### src/rtl/serial_to_par_n_pkg.sv
// Shared types and constants for the multi-lane
// serial-to-parallel converter.
package serial_to_par_n_pkg;

  typedef enum logic [1:0] {
    SEARCH = 2'd0,
    SYNC   = 2'd1,
    ACTIVE = 2'd2
  } lane_state_t;

  localparam logic [7:0] DEF_COM_SYM  = 8'hBC;
  localparam logic [7:0] DEF_IDLE_SYM = 8'h7C;

endpackage

### src/rtl/s2p_lane.sv
// One deserialiser lane: shift register, bit and
// COM counters, and the SEARCH/SYNC/ACTIVE lock FSM.
module s2p_lane
  import serial_to_par_n_pkg::*;
#(
  parameter int              WIDTH     = 8,
  parameter int              COM_COUNT = 4,
  parameter logic [WIDTH-1:0] COM_SYM  = WIDTH'(DEF_COM_SYM),
  parameter logic [WIDTH-1:0] IDLE_SYM = WIDTH'(DEF_IDLE_SYM),
  parameter int              MSB_FIRST = 1
) (
  input  logic             clk_8f,
  input  logic             reset_L,
  input  logic             bit_in,
  input  logic             realign,
  output logic [WIDTH-1:0] word,
  output logic             valid,
  output logic             active
);

  localparam int BW = $clog2(WIDTH);
  localparam int CW = (COM_COUNT > 1) ? $clog2(COM_COUNT) : 1;
  localparam logic [BW-1:0] LAST_BIT = BW'(WIDTH - 1);
  localparam logic [CW-1:0] LAST_COM = CW'(COM_COUNT - 1);

  lane_state_t      state, state_n;
  logic [WIDTH-1:0] sr;
  logic [WIDTH-1:0] nxt;
  logic [BW-1:0]    bit_cnt, bit_n;
  logic [CW-1:0]    com_cnt, com_n;
  logic [WIDTH-1:0] word_n;
  logic             valid_n;
  logic             boundary;

  assign nxt = (MSB_FIRST != 0) ? {sr[WIDTH-2:0], bit_in}
                                : {bit_in, sr[WIDTH-1:1]};

  assign boundary = (bit_cnt == LAST_BIT);

  // Shift register runs every cycle regardless of lock state.
  always_ff @(posedge clk_8f or negedge reset_L) begin
    if (!reset_L) sr <= '0;
    else          sr <= nxt;
  end

  // State, counters and registered outputs.
  always_ff @(posedge clk_8f or negedge reset_L) begin
    if (!reset_L) begin
      state   <= SEARCH;
      bit_cnt <= '0;
      com_cnt <= '0;
      word    <= '0;
      valid   <= 1'b0;
      active  <= 1'b0;
    end else begin
      state   <= state_n;
      bit_cnt <= bit_n;
      com_cnt <= com_n;
      word    <= word_n;
      valid   <= valid_n;
      active  <= (state_n == ACTIVE);
    end
  end

  // Next-state: hunt for COM, confirm alignment, then emit words.
  always_comb begin
    state_n = state;
    com_n   = com_cnt;
    word_n  = word;
    valid_n = 1'b0;
    bit_n   = boundary ? '0 : bit_cnt + 1'b1;
    unique case (state)
      SEARCH: begin
        bit_n = '0;
        if (nxt == COM_SYM) begin
          if (COM_COUNT == 1) begin
            state_n = ACTIVE;
            com_n   = '0;
          end else begin
            state_n = SYNC;
            com_n   = CW'(1);
          end
        end
      end
      SYNC: begin
        if (boundary) begin
          if (nxt == COM_SYM) begin
            if (com_cnt == LAST_COM) begin
              state_n = ACTIVE;
              com_n   = '0;
            end else begin
              com_n = com_cnt + 1'b1;
            end
          end else begin
            state_n = SEARCH;
            com_n   = '0;
          end
        end
      end
      ACTIVE: begin
        if (boundary) begin
          word_n  = nxt;
          valid_n = (nxt != COM_SYM) && (nxt != IDLE_SYM);
        end
      end
      default: begin
        state_n = SEARCH;
        com_n   = '0;
        bit_n   = '0;
      end
    endcase
    if (realign) begin
      state_n = SEARCH;
      com_n   = '0;
      bit_n   = '0;
      valid_n = 1'b0;
      word_n  = word;
    end
  end

endmodule

### src/rtl/serial_to_par_n.sv
// Multi-lane serial-to-parallel converter with
// per-lane COM alignment and word valid strobes.
module serial_to_par_n
  import serial_to_par_n_pkg::*;
#(
  parameter int              WIDTH     = 8,
  parameter int              NUM_LANES = 2,
  parameter int              COM_COUNT = 4,
  parameter logic [WIDTH-1:0] COM_SYM  = WIDTH'(DEF_COM_SYM),
  parameter logic [WIDTH-1:0] IDLE_SYM = WIDTH'(DEF_IDLE_SYM),
  parameter int              MSB_FIRST = 1
) (
  input  logic                       clk_8f,
  input  logic                       reset_L,
  input  logic [NUM_LANES-1:0]       data_in,
  input  logic                       realign,
  output logic [NUM_LANES*WIDTH-1:0] data_out,
  output logic [NUM_LANES-1:0]       valid_out,
  output logic [NUM_LANES-1:0]       active
);

  for (genvar i = 0; i < NUM_LANES; i++) begin : g_lane
    s2p_lane #(
      .WIDTH    (WIDTH),
      .COM_COUNT(COM_COUNT),
      .COM_SYM  (COM_SYM),
      .IDLE_SYM (IDLE_SYM),
      .MSB_FIRST(MSB_FIRST)
    ) u_lane (
      .clk_8f (clk_8f),
      .reset_L(reset_L),
      .bit_in (data_in[i]),
      .realign(realign),
      .word   (data_out[i*WIDTH +: WIDTH]),
      .valid  (valid_out[i]),
      .active (active[i])
    );
  end

endmodule
### config.mk
export PLATFORM = sky130hd
export DESIGN_NAME = serial_to_par_n
export DESIGN_NICKNAME = d
export VERILOG_FILES = /design/src/rtl/serial_to_par_n_pkg.sv /design/src/rtl/s2p_lane.sv /design/src/rtl/serial_to_par_n.sv
export SDC_FILE = /design/constraint.sdc
export NUM_CORES = 1
export LEC_CHECK = 0
export ABC_CLOCK_PERIOD_IN_PS = 1480
export CORE_UTILIZATION = 30
export CTS_CLUSTER_SIZE = 24
export DETAILED_ROUTE_END_ITERATION = 12
export GPL_TIMING_DRIVEN = 0
export HOLD_SLACK_MARGIN = 0.03
export MAX_ROUTING_LAYER = met4
export PLACE_DENSITY = 0.47
export SETUP_SLACK_MARGIN = 0.4
export SLEW_MARGIN = 20
export SYNTH_ARGS = -nofsm -noshare
export SYNTH_HDL_FRONTEND = slang
export SYNTH_SLANG_ARGS = --single-unit
export TNS_END_PERCENT = 30
### constraint.sdc
create_clock -name clk_8f -period 1.48 [get_ports clk_8f]
set_input_delay 0.296 -clock clk_8f [delete_from_list [all_inputs] [get_ports clk_8f]]
set_output_delay 0.296 -clock clk_8f [all_outputs]
set_load 0.02 [all_outputs]
==> results_dict.tcl <==
set metrics [dict create \
    drive_gt1_share_pct 48.21 \
    period_minus_slack_ps 1541 \
    nets 213 \
    critPathKind "flip-flop to flip-flop" \
    rr_worst_depth 5 \
    yosysWarnings 0 \
    power.density_nw_per_um2 867.4 \
    cts_max_level 2 \
    setup_ws_ps -61.27 \
    syn-num-nets 171 \
    worstPathArrival_ps 1770 \
    grt_start_max_net_pins 30 \
    clock_path_buffers 2 \
    port_buffers 23 \
    viasPerCell 5.132 \
    gp_congestion 0.8523 \
    area_growth_pct 41.10 \
    violations "setup timing" \
    fmax_mhz 648.8 \
    die_area_sq_um 7226 \
    setup_viol 11 \
    nFillCells 588 \
    synth_area_sq_um 2067 \
    io_pins 25 \
    numCtsBuffers 5 \
    clock_skew_ps 9.665 \
    final_max_slew_viol_count 0 \
    cap_violations 0 \
    multi_input_area_sq_um 1028 \
    cts_sinks 48 \
    irDropWorstVdd_v 0.0004453 \
    diodes 0 \
    start_util_pct 31.82 \
    yosysSeqAreaShare_pct 58.11 \
    worst_slew_pin_slew_ps 702.2 \
    maxSlewHeadroom_pct 53.19 \
    holdBufCountCts 0 \
    dp_hpwl_mm 2.899 \
    grt_pass1_vias 1516 \
    clkLatencyLatePin_ps 300 \
    syn_inst 152 \
    core_sq_um 6495 \
    place_ws_ps -426.8 \
    reg2reg_slack_ps -60 \
    first_pass_iters 4 \
    hold_violations 0 \
    holdCritPathClass "input pin to asynchronous set/reset pin" \
    synth_seq_cells 48 \
    min_period_over_period_pct 104.1 \
    grtUsageTotal_pct 13.48 \
    grt_first_pass_wirelength_mm 7.307 \
    power_uw 2530 \
    rows 29 \
    synth.avg_cell_area_sq_um 13.60 \
    root_buffer "clkbuf_8" \
    die_x_um 85.01 \
    regArea_sq_um 1204 \
    rsz0062_at_grt "true" \
    overflow 0 \
    wl_per_cell_um 16.29 \
    postRouteAntennaNets 0 \
    leakagePower_uw 0.001378 \
    required_ps 1710 \
    startpoint_type "flip-flop" \
    vias 1396 \
    whs_ps 32.91 \
    synthDistinctLibCells 34 \
    antenna_found_initial 0 \
    wl_mm 4.430 \
    fp.dieH_um 85.01 \
    cp_max_fo 5 \
    drc_errors 0 \
    drtIter0Drc 51 \
    cts.clk_slew.worst_paths_ps 90 \
    status "finished with violations" \
    cts_tree "done" \
    critical_path.endpoint_type "flip-flop" \
]
-- cells in the final DEF (no fill, tap or decap), types with 2 or more instances in the layout --
cell type  Yosys  layout
dfrtp_1       48      46
nand3b_1       2       2
dfrtp_2        0       2
nand4bb_1      2       2
a41oi_1        2       2
and4b_1        2       2
buf_2          1       2
a21oi_1        7       2
inv_4          0       2
nor4b_1        2       2
ha_4           0       8
clkbuf_8       0       6
and4bb_2       2       2
nand4b_1       4       4
a21oi_2        0       5
buf_6          0      26
mux2_4         0      17
nand2_1        5       5
ha_1          14       4
a31oi_1        2       2
nor4_1         3       2
inv_2          1       4
o21ai_0        5       4
nor3_1         2       2
and3b_1        4       4
buf_4          4       8
xor2_1         2       2
nor3b_1        2       2
ha_2           0       2
-- metrics by stage --
step | setup TNS [ps] | util, % | area, sq um | std cells
2_1_floorplan | 0 | - | 2103 | 152
5_1_grt | -1022 | 44.90 | 2917 | 272
3_5_place_dp | -5850 | 37.76 | 2452 | 253
6_report | -163.4 | 44.90 | 2917 | 272
4_1_cts | -234.8 | 42.28 | 2746 | 267
3_3_place_gp | -61430 | 37.41 | 2430 | 252
-- path summary, 6_finish.rpt --
check / startpoint / endpoint
max: g_lane[0].u_lane.state[1]$_DFF_PN0_ / g_lane[0].u_lane.com_cnt[1]$_DFFE_PN0P_
min: reset_L / g_lane[0].u_lane.word[4]$_DFFE_PN0P_
max reg2reg: g_lane[0].u_lane.state[1]$_DFF_PN0_ / g_lane[0].u_lane.com_cnt[1]$_DFFE_PN0P_
min reg2reg: g_lane[1].u_lane.sr[1]$_DFF_PN0_ / g_lane[1].u_lane.sr[2]$_DFF_PN0_
max in group asynchronous: reset_L / g_lane[1].u_lane.sr[6]$_DFF_PN0_
min in group clk_8f: data_in[1] / g_lane[1].u_lane.sr[0]$_DFF_PN0_
-- what timing repair did --
item | CTS | global route
hold endpoints to repair | 0 | 0
resized for setup | 117 | 51
setup endpoints to repair | 54 | 53
cloned | 1 | 0
pin swaps | 8 | 9
setup buffers | 5 | 5
-- sequential cells by signal (all words and copies together) (netlist names) --
name                   cells
g_lane.u_lane.state        4
g_lane.u_lane.active       2
g_lane.u_lane.sr          14
g_lane.u_lane.bit_cnt      6
g_lane.u_lane.com_cnt      4
g_lane.u_lane.word        16
g_lane.u_lane.valid        2
-- cell usage after synthesis --
cell,n,area share [%]
a41oi_1,2,0.85
a21oi_1,7,1.7
nor2b_1,1,0.30
nand2b_1,1,0.30
buf_2,1,0.24
a21boi_1,1,0.36
o21ai_0,5,1.2
nand2_1,5,0.91
nor4b_1,2,0.85
inv_2,1,0.18
and3b_1,4,1.7
and4bb_2,2,1.2
and4b_1,2,0.97
buf_4,4,1.5
nor4_1,3,0.91
ha_1,14,8.5
or4_1,1,0.36
nand4bb_1,2,1.1
a311oi_1,1,0.42
o21bai_1,1,0.36
clkbuf_1,1,0.18
nor4bb_1,1,0.48
nand4b_1,4,1.7
dfrtp_1,48,58
a31oi_1,2,0.61
nor3b_1,2,0.73
a221oi_1,2,0.85
nand3b_1,2,0.73
a211oi_1,2,0.73
inv_1,6,1.1
xor2_1,2,0.85
a21o_1,1,0.36
nor3_1,2,0.48
mux2_2,17,9.3
-- layer usage --
layer	vias up	part of all wire [%]	global-route usage (%)
li1	639	-	-
met1	724	43	14.97
met2	26	52	23.17
met3	7	3.2	3.502
met4	0	1.9	5.239
met5	-	0	-
-- logic make-up (layout without fill, tap and decap cells) --
family                   Yosys count  after routing  share of synthesized area (%)
AND/OR/NAND/NOR                   34             34                          12.71
flip-flops                        48             48                          58.11
multiplexers                      17             17                          9.261
XOR/XNOR                           2              2                         0.8476
buffers and inverters             13             56                          3.147
AO/OA/AOI/OAI                     24             24                          7.446
adder cells (fa/ha/maj)           14             14                          8.475
-- critical path, cell delays in order, from the launching register on --
cell and delay [ps]:
dfrtp_2 470, inv_2 100, ha_2 240, nand2_1 70, or4_4 470, a21oi_2 130
-- area by class of cell --
class                           count  area share [%]
Sequential cell                    48           41.27
Multi-Input combinational cell     91           35.26
Timing Repair Buffer               35           13.08
Tap cell                           77           3.303
Clock buffer                        6           2.831
Buffer                              6           1.845
Clock inverter                      2           1.330
Inverter                            7           1.073
-- report_power, final --
group	internal, uW	switching [uW]	leakage, uW
sequential	1340	29.2	0.000633
combinational	78.9	91.2	0.000684
clock	553	438	0.0000614
(Power assumes the default switching activity.)
